[config.mk]
export PLATFORM = sky130hd
export DESIGN_NAME = player_move_ctrl
export DESIGN_NICKNAME = d
export VERILOG_FILES = /design/src/rtl/player_move_ctrl_pkg.sv /design/src/rtl/player_move_ctrl_aabb_overlap.sv /design/src/rtl/player_move_ctrl.sv
export SDC_FILE = /design/constraint.sdc
export NUM_CORES = 1
export LEC_CHECK = 0
export ABC_CLOCK_PERIOD_IN_PS = 18200
export BUFFER_PORTS_ARGS = -buffer_cell sky130_fd_sc_hd__buf_2
export CORE_AREA = 2 2 169 171
export DETAILED_ROUTE_END_ITERATION = 12
export DIE_AREA = 0 0 171 173
export PLACE_DENSITY_LB_ADDON = 0.12
export SYNTH_ARGS = -nofsm -noshare
export SYNTH_HDL_FRONTEND = slang
export SYNTH_SLANG_ARGS = --single-unit
[constraint.sdc]
create_clock -name clk -period 18.2 [get_ports clk]
set_clock_uncertainty 0.15 [all_clocks]
set_input_delay 5.46 -clock clk [delete_from_list [all_inputs] [get_ports clk]]
set_output_delay 5.46 -clock clk [all_outputs]
set_load 0.02 [all_outputs]
[src/rtl/player_move_ctrl_pkg.sv]
// Shared types for the player movement controller: direction codes, FSM
// states and the packed {h, v} position layout.
package player_move_ctrl_pkg;

    localparam int COORD_W = 10;
    localparam int POS_W   = 2 * COORD_W;

    typedef enum logic [1:0] {
        DIR_UP    = 2'd0,
        DIR_DOWN  = 2'd1,
        DIR_LEFT  = 2'd2,
        DIR_RIGHT = 2'd3
    } dir_t;

    typedef enum logic [1:0] {
        ST_IDLE = 2'd0,
        ST_EVAL = 2'd1,
        ST_HIT  = 2'd2
    } state_t;

    // move_req is {up, down, left, right}; only meaningful when one-hot.
    function automatic dir_t req_to_dir(input logic [3:0] req);
        dir_t d;
        case (req)
            4'b1000: d = DIR_UP;
            4'b0100: d = DIR_DOWN;
            4'b0010: d = DIR_LEFT;
            default: d = DIR_RIGHT;
        endcase
        return d;
    endfunction

endpackage

[src/rtl/player_move_ctrl_aabb_overlap.sv]
// Square-sprite overlap test between the movement candidate and one enemy:
// both axis distances must be strictly less than one tile edge.
module aabb_overlap
    import player_move_ctrl_pkg::*;
#(
    parameter int TILE_LOG2 = 5
) (
    input  logic [POS_W-1:0] cand,
    input  logic [POS_W-1:0] enemy,
    output logic             overlap
);

    localparam logic signed [COORD_W:0] EDGE = (COORD_W + 1)'(2 ** TILE_LOG2);

    logic signed [COORD_W:0] dh;
    logic signed [COORD_W:0] dv;

    assign dh = $signed({1'b0, cand[POS_W-1:COORD_W]}) - $signed({1'b0, enemy[POS_W-1:COORD_W]});
    assign dv = $signed({1'b0, cand[COORD_W-1:0]}) - $signed({1'b0, enemy[COORD_W-1:0]});

    assign overlap = (dh < EDGE) && (dh > -EDGE) && (dv < EDGE) && (dv > -EDGE);

endmodule

[src/rtl/player_move_ctrl.sv]
// Player movement controller: samples a one-hot move request on each move
// tick, checks the candidate against the wall map and enemies, then commits.
module player_move_ctrl
    import player_move_ctrl_pkg::*;
#(
    parameter int N_ENEMY      = 5,
    parameter int STEP         = 2,
    parameter int MOVE_DIV     = 1,
    parameter int MAP_W        = 20,
    parameter int MAP_H        = 15,
    parameter int TILE_LOG2    = 5,
    parameter int H_ORIGIN     = 144,
    parameter int V_ORIGIN     = 31,
    parameter int START_H      = 180,
    parameter int START_V      = 32,
    parameter int HIT_COOLDOWN = 60
) (
    input  logic                     clk,
    input  logic                     rst,
    input  logic [3:0]               move_req,
    input  logic [N_ENEMY*POS_W-1:0] enemy_pos,
    input  logic [MAP_W*MAP_H-1:0]   wall_map,
    output logic [POS_W-1:0]         position,
    output logic                     enemy_hit,
    output logic                     invuln,
    output logic [1:0]               facing,
    output logic                     busy
);

    localparam int DIV_MAX = (MOVE_DIV > 1) ? MOVE_DIV - 1 : 0;
    localparam int CNT_W   = (DIV_MAX > 0) ? $clog2(DIV_MAX + 1) : 1;
    localparam int COOL_W  = (HIT_COOLDOWN > 0) ? $clog2(HIT_COOLDOWN + 1) : 1;
    localparam logic [COORD_W:0] STEP_X = (COORD_W + 1)'(STEP);
    localparam logic [COORD_W:0] SPAN   = (COORD_W + 1)'(2 ** TILE_LOG2 - 1);

    state_t               state_reg;
    logic [CNT_W-1:0]     tick_cnt_reg;
    logic [COOL_W-1:0]    cool_reg;
    logic [COORD_W-1:0]   pos_h_reg;
    logic [COORD_W-1:0]   pos_v_reg;
    logic [COORD_W-1:0]   cand_h_reg;
    logic [COORD_W-1:0]   cand_v_reg;
    dir_t                 cand_dir_reg;
    logic                 cand_oob_reg;
    logic                 cand_valid_reg;
    logic [1:0]           facing_reg;
    logic                 enemy_hit_reg;
    logic                 invuln_reg;

    logic                 tick;
    logic                 expire;
    logic                 req_valid;
    dir_t                 req_dir;
    logic [COORD_W:0]     new_h;
    logic [COORD_W:0]     new_v;
    logic                 new_oob;
    logic                 wall_block;
    logic                 enemy_block;
    logic                 move_ok;
    logic [N_ENEMY-1:0]   overlap_vec;

    assign tick   = (tick_cnt_reg == CNT_W'(DIV_MAX));
    assign expire = (cool_reg <= COOL_W'(1));

    // Candidate is computed one bit wider so a step past 0 or 1023 shows up
    // as a carry/borrow and is treated as leaving the map.
    always_comb begin
        req_valid = $onehot(move_req);
        req_dir   = req_to_dir(move_req);
        new_h     = {1'b0, pos_h_reg};
        new_v     = {1'b0, pos_v_reg};
        case (req_dir)
            DIR_UP:    new_v = {1'b0, pos_v_reg} - STEP_X;
            DIR_DOWN:  new_v = {1'b0, pos_v_reg} + STEP_X;
            DIR_LEFT:  new_h = {1'b0, pos_h_reg} - STEP_X;
            default:   new_h = {1'b0, pos_h_reg} + STEP_X;
        endcase
        new_oob = new_h[COORD_W] | new_v[COORD_W];
    end

    // Pixels left of / above the origin, or past the map edge, read as wall.
    function automatic logic wall_at(input logic [COORD_W:0] ph,
                                     input logic [COORD_W:0] pv,
                                     input logic [MAP_W*MAP_H-1:0] map);
        int  col;
        int  row;
        logic w;
        col = 0;
        row = 0;
        if (int'(ph) < H_ORIGIN || int'(pv) < V_ORIGIN) begin
            w = 1'b1;
        end else begin
            col = (int'(ph) - H_ORIGIN) >> TILE_LOG2;
            row = (int'(pv) - V_ORIGIN) >> TILE_LOG2;
            if (col >= MAP_W || row >= MAP_H) begin
                w = 1'b1;
            end else begin
                w = map[row * MAP_W + col];
            end
        end
        return w;
    endfunction

    logic [COORD_W:0] h_lo, h_hi, v_lo, v_hi;
    logic [COORD_W:0] p0_h, p0_v, p1_h, p1_v;

    always_comb begin
        h_lo = {1'b0, cand_h_reg};
        v_lo = {1'b0, cand_v_reg};
        h_hi = h_lo + SPAN;
        v_hi = v_lo + SPAN;
        p0_h = h_lo;
        p0_v = v_lo;
        p1_h = h_hi;
        p1_v = v_lo;
        case (cand_dir_reg)
            DIR_UP: begin
                p0_h = h_lo; p0_v = v_lo; p1_h = h_hi; p1_v = v_lo;
            end
            DIR_DOWN: begin
                p0_h = h_lo; p0_v = v_hi; p1_h = h_hi; p1_v = v_hi;
            end
            DIR_LEFT: begin
                p0_h = h_lo; p0_v = v_lo; p1_h = h_lo; p1_v = v_hi;
            end
            default: begin
                p0_h = h_hi; p0_v = v_lo; p1_h = h_hi; p1_v = v_hi;
            end
        endcase
        wall_block = cand_oob_reg | wall_at(p0_h, p0_v, wall_map) | wall_at(p1_h, p1_v, wall_map);
    end

    for (genvar gi = 0; gi < N_ENEMY; gi++) begin : g_enemy
        aabb_overlap #(
            .TILE_LOG2 (TILE_LOG2)
        ) u_overlap (
            .cand    ({cand_h_reg, cand_v_reg}),
            .enemy   (enemy_pos[gi*POS_W +: POS_W]),
            .overlap (overlap_vec[gi])
        );
    end

    assign enemy_block = |overlap_vec;
    assign move_ok     = !wall_block && !enemy_block;

    always_ff @(posedge clk) begin
        if (rst) begin
            state_reg      <= ST_IDLE;
            tick_cnt_reg   <= '0;
            cool_reg       <= '0;
            pos_h_reg      <= COORD_W'(START_H);
            pos_v_reg      <= COORD_W'(START_V);
            cand_h_reg     <= '0;
            cand_v_reg     <= '0;
            cand_dir_reg   <= DIR_DOWN;
            cand_oob_reg   <= 1'b0;
            cand_valid_reg <= 1'b0;
            facing_reg     <= DIR_DOWN;
            enemy_hit_reg  <= 1'b0;
            invuln_reg     <= 1'b0;
        end else begin
            enemy_hit_reg <= 1'b0;
            tick_cnt_reg  <= tick ? '0 : tick_cnt_reg + CNT_W'(1);
            case (state_reg)
                ST_IDLE: begin
                    if (tick && req_valid) begin
                        cand_h_reg     <= new_h[COORD_W-1:0];
                        cand_v_reg     <= new_v[COORD_W-1:0];
                        cand_dir_reg   <= req_dir;
                        cand_oob_reg   <= new_oob;
                        cand_valid_reg <= 1'b1;
                        state_reg      <= ST_EVAL;
                    end
                end
                ST_EVAL: begin
                    cand_valid_reg <= 1'b0;
                    facing_reg     <= cand_dir_reg;
                    if (move_ok) begin
                        pos_h_reg <= cand_h_reg;
                        pos_v_reg <= cand_v_reg;
                    end
                    // Enemy contact wins over a simultaneous wall block.
                    if (enemy_block) begin
                        enemy_hit_reg <= 1'b1;
                        invuln_reg    <= 1'b1;
                        cool_reg      <= COOL_W'(HIT_COOLDOWN);
                        state_reg     <= ST_HIT;
                    end else begin
                        state_reg <= ST_IDLE;
                    end
                end
                ST_HIT: begin
                    if (tick) begin
                        if (expire) begin
                            cool_reg   <= '0;
                            invuln_reg <= 1'b0;
                            state_reg  <= ST_IDLE;
                        end else begin
                            cool_reg <= cool_reg - COOL_W'(1);
                        end
                    end
                    // Moves keep working while invulnerable, without new hits.
                    if (cand_valid_reg) begin
                        cand_valid_reg <= 1'b0;
                        facing_reg     <= cand_dir_reg;
                        if (move_ok) begin
                            pos_h_reg <= cand_h_reg;
                            pos_v_reg <= cand_v_reg;
                        end
                    end else if (tick && req_valid && !expire) begin
                        cand_h_reg     <= new_h[COORD_W-1:0];
                        cand_v_reg     <= new_v[COORD_W-1:0];
                        cand_dir_reg   <= req_dir;
                        cand_oob_reg   <= new_oob;
                        cand_valid_reg <= 1'b1;
                    end
                end
                default: state_reg <= ST_IDLE;
            endcase
        end
    end

    assign position  = {pos_h_reg, pos_v_reg};
    assign enemy_hit = enemy_hit_reg;
    assign invuln    = invuln_reg;
    assign facing    = facing_reg;
    assign busy      = cand_valid_reg;

endmodule

* After elaboration in Yosys (flattened, before gate mapping)
Index checks and enable logic that the tools add are counted.
Storage, ports and cells: bits in registers 57, output and inout bits 25
Operators by class: $add $sub $neg 27, $lt $le $gt $ge 31, equality and inequality tests 17, multiplexer cells 59, multipliers 2, reductions and logical operators 42, bitwise gates (word level) 5
Operators with widths (count):
- greater-than comparator 11 x 6 -> 1 bit, second input constant | 10
- < comparator 11 x 7 -> 1 bit, second input constant | 10
- subtractor 10 x 10 -> 11 bit | 10
- 2-to-1 mux 10 bit | 10
- case mux 10 bit (2 select lines) | 4
- adder 32 x 28 -> 32 bit | 2
- < comparator 32 x 11 -> 1 bit, second input constant | 2
- multiplier 27 x 3 -> 30 bit, second input constant | 2
- >= comparator 27 x 4 -> 1 bit, second input constant | 2
- >= comparator 27 x 5 -> 1 bit, second input constant | 2
- 2-to-1 mux 11 bit | 4
- case mux 11 bit (2 select lines) | 2
- subtractor 11 x 5 -> 12 bit, second input constant | 2
- subtractor 11 x 8 -> 12 bit, second input constant | 2
- adder 10 x 2 -> 11 bit, second input constant | 2
- adder 10 x 5 -> 11 bit, second input constant | 2
- < comparator 11 x 5 -> 1 bit, second input constant | 2
- < comparator 11 x 8 -> 1 bit, second input constant | 2
- subtractor 10 x 2 -> 11 bit, second input constant | 2
- binary-select mux 1 bit (select 9 bit) | 2
- logical AND 1 bit | 18
- 2-to-1 mux 1 bit | 18
- 2-to-1 mux 6 bit | 3
- 2-to-1 mux 2 bit | 8
- other kinds (30) | 60

* Depth between registers and ports, before layout
depth in word-level cells 17, depth in mapped cells 24

* Modules after synthesis
From an unflattened synthesis, not the netlist that was laid out.
Unflattened totals: cell total of the unflattened synthesis 2017, area total of the unflattened synthesis 16171.8 um^2
Modules (own cells, without submodules):
- player_move_ctrl | sequential area each 1141.1 um^2, times used 1, cells each 1262, area an instance 10566.4 um^2
- aabb_overlap | sequential area each 0.0 um^2, times used 5, cells each 151, area an instance 1121.1 um^2

* Worst setup path after synthesis
Ideal clock, no wire load.
kind input to register, from in enemy_pos[72], to reg cool_reg[0], data required time 17.929 ns, path slack 9.266 ns, stages on the path 14, path buffers 0, arrival time 8.664 ns, cells stage by stage inv_1 ha_1 nor2b_1 o21a_1 o21a_1 o31a_1 o21a_1 or3b_2 a2111oi_0 nor2b_1 o211ai_1 nor2_1 nor2_1 mux2_2
On the way: longest elaborated chain between the ends 8, elaborated cells on any way between the ends 9
RTL lines:
- start: declaration | RTL line player_move_ctrl.sv:21 | input logic [N_ENEMY*POS_W-1:0] enemy_pos,
- subtractor 10 x 10 -> 11 bit * | RTL line player_move_ctrl_aabb_overlap.sv:18 | assign dh = $signed({1'b0, cand[POS_W-1:COORD_W]}) - $signed({1'b0, enemy[POS_W-1:COORD_W]});
- < comparator 11 x 7 -> 1 bit / greater-than comparator 11 x 6 -> 1 bit (equally long branches) | RTL line player_move_ctrl_aabb_overlap.sv:21 | assign overlap = (dh < EDGE) && (dh > -EDGE) && (dv < EDGE) && (dv > -EDGE);
- logical AND 1 bit * (3 in series) | RTL line player_move_ctrl_aabb_overlap.sv:21
- OR reduction 5 bit * | RTL line player_move_ctrl.sv:143 | assign enemy_block = |overlap_vec;
- != test 2 bit (no line) *
- AND reduction 3 bit (no line) *
- end signal: assignment | RTL line player_move_ctrl.sv:186 | cool_reg <= COOL_W'(HIT_COOLDOWN);
- end signal: assignment | RTL line player_move_ctrl.sv:199 | cool_reg <= cool_reg - COOL_W'(1);
- end: declaration | RTL line player_move_ctrl.sv:38 | logic [COOL_W-1:0] cool_reg;
Mark *: on every way between the ends. The rest lies on a longest branch, timed or not. A chain may end at the register's enable or synchronous reset.

* Worst setup path in the final report
from in enemy_pos[30], to reg cool_reg[1]
The elaborated chain is that of the path after synthesis.

==> key figures <==
GRT
  – All-Layer GR Usage: 41.1%
  – First-pass GRT wire length: between 90,000 and 100,000 µm
  – Largest net degree at the start of global routing: 73
  – Initial antenna violation count: 51
  – GRT overflow: 0
  – Vias in the first global route: 17,600

STA
  – Final setup TNS: 0 ns
  – Fmax: roughly 0.11 GHz
  – Setup violators final: 0
  – Hold slack: 0.352 ns
  – Final Hold Viols: 0
  – Slew headroom: 16.4%
  – Tightest Pin Transition: 1.25 ns
  – RSZ-0062 raised after global routing: no
  – Period Utilization, post-route: 51.6%
  – Period minus WS final: 9.39 ns
  – Final Max Tran Viols: 0

Synthesis
  – Number of synthesized flops with an enable pin: 0
  – Largest family of logic cells by synthesized area: simple AND/OR/NAND/NOR gates
  – Synth Area in Simple Gates: 25.0%
  – Register bit total from synthesis: 57
  – Yosys top cell area share: 12.5%
  – Post-synthesis cell count: 2,136
  – Ys flop type: dfxtp_1
  – Avg Inst Size Synth: just over 7 µm²
  – Synth Area in Adders: 14.7%
  – Post-synthesis compound-gate area fraction: a little under a quarter
  – Synth area leader: ha_1
  – Mux contribution to synthesized area: 16.0%
  – Post-Syn Nets: 2,713
  – Yosys synthesis warning count: 0
  – Synth unique cells: 84
  – Share of flip-flops with an asynchronous set or reset: 0%
  – Post-Synth XOR/XNOR Area: around 6.2%
  – Mapped cell area: roughly 15,000 µm²
  – Sequential area share after synthesis: under 10%
  – Synth top area cells: ha_1, nand2_1, mux4_2

Routing
  – Routed WL: approximately 63,000 µm
  – Vias: 19,000
  – Drt drc: 0
  – Routed Antenna Nets: 0
  – DR vias/cell: 6.49
  – 1st-pass router iterations: 6
  – Wire per inst: 21.7 µm
  – Starting DRT DRC Count: approximately 2,200

Finish
  – Share of cells above drive strength 1: 22.6%
  – FF+latch area: 1140 µm²
  – Commonest non-fill, non-tap cell in the layout: buf_2
  – Fillers: approximately 2,600
  – Nets: 3,068
  – Area delta synth->final: 17.9%
  – Most frequent cells in the layout: buf_2, nand2_1, ha_1
  – Core Util, Final: between 60% and 70%
  – Final std cells w/o fill: 2,923
  – Area occupied by multi-input gates: about 13,000 µm²

Critical path
  – Worst endpoint data arrival time: 9.46 ns
  – Worst setup path category: in2reg
  – CP startpoint kind: input pin
  – Max Fanout on Critical Path: 6
  – WP data required: 18.27 ns
  – Setup crit end kind: flip-flop

Placement
  – Placed cells: 2,858
  – Count of input and output buffers: 430
  – Final HPWL DP: about 50,000 µm
  – Routability cong.: slightly above 1

Die
  – IO Count: 431
  – Std-Cell Core Area: 27,600 µm²
  – # rows: 61
  – Chip width: 171 µm
  – Die area: 29,600 µm²
  – Die height: around 170 µm
  – Initial Util: 55.9%

Power and ir drop
  – PwrDens: 172 nW/µm²
  – Worst vdd ir: 0.172 mV
  – Static Leak: roughly 8.4 nW

Clocking
  – Clock sinks: 57
  – CTS-repair resized insts: 0
  – Root buffer cell: clkbuf_16
  – Clock slew at reported path FFs: ~0.050 ns
  – CTS Buffer Depth: 2
  – Clk_lat worst skew: 0.33 ns
  – Post-CTS Setup Bufs: 0
  – Hold buffers post-CTS: 0
  – Htree depth: 3
  – CTS Buf Count: 9
  – CTS tree: done

Flow run
  – Max Cap Viol: 0

Status
  – Status: finished clean

Hold path
  – Worst min path class: reg2reg
critical path, cell delays in order:
cell and delay (ns):
buf_2 0.10, ha_1 0.22, fa_1 0.41, nor2b_1 0.16, o21ai_0 0.09, a21boi_0 0.27
o21ai_0 0.22, xor2_1 0.17, or4_1 0.41, o31ai_1 0.43, a222oi_1 0.27, o211ai_1 0.43
nor2_1 0.17, nor2_1 0.28, mux2_2 0.37
stage by stage:
step / cell area [µm²] / total power [mW] / setup slack, ns
floorplan: 15400 / 2.03 / 9.27
global placement: 17800 / 2.77 / 8.64
detailed placement: 17800 / 2.80 / 8.53
CTS: 18100 / 3.00 / 8.84
global route: 18200 / 3.28 / 8.59
finish: 18200 / 3.13 / 8.81
worst paths after layout:
check,from,end,slack [ns],depth (start not counted)
hold / removal,facing[0],facing[0],0.35,2
hold reg to reg,facing[0],facing[0],0.35,2
setup / recovery,enemy_pos[30],cool_reg[1],8.81,15
setup reg to reg,cand_h_reg[1],pos_v_reg[0],10.75,20
power breakdown:
part           total [mW]  internal (mW)  switching (mW)
combinational        2.79           1.02            1.77
sequential          0.156          0.131          0.0244
clock               0.187          0.127          0.0596
kinds of logic after synthesis:
kind of cell / count (synthesis)
AO/OA/AOI/OAI: 541
other: 1
flip-flops: 57
buffers and inverters: 257
AND/OR/NAND/NOR: 825
XOR/XNOR: 109
multiplexers: 175
adder cells (fa/ha/maj): 171
area by class of cell:
type                       count  area share (%)
clock buffer                  12            1.41
clock inverter                 4           0.405
sequential                    57            6.26
tap                          378            2.60
multi-input combinational   1822            72.9
timing repair buffer         448            12.6
antenna                       49           0.673
inverter                     153            3.15
synth_stat cells (all sizes together), types with 56 or more instances:
cell type	n
nor2	131
nand3	88
mux2i	107
inv	150
dfxtp	57
o21ai	95
xnor2	58
a21oi	128
mux4	56
nand2	354
ha	154
clkbuf	71
routing by layer:
metal | GRT usage [%] | wire (µm)
met4 | 26.1 | 4370
met2 | 63.1 | 27700
met3 | 11.1 | 6900
met1 | 50.7 | 24400
met5 | 0 | 36
Note: power is estimated with default switching activity, not from simulation.
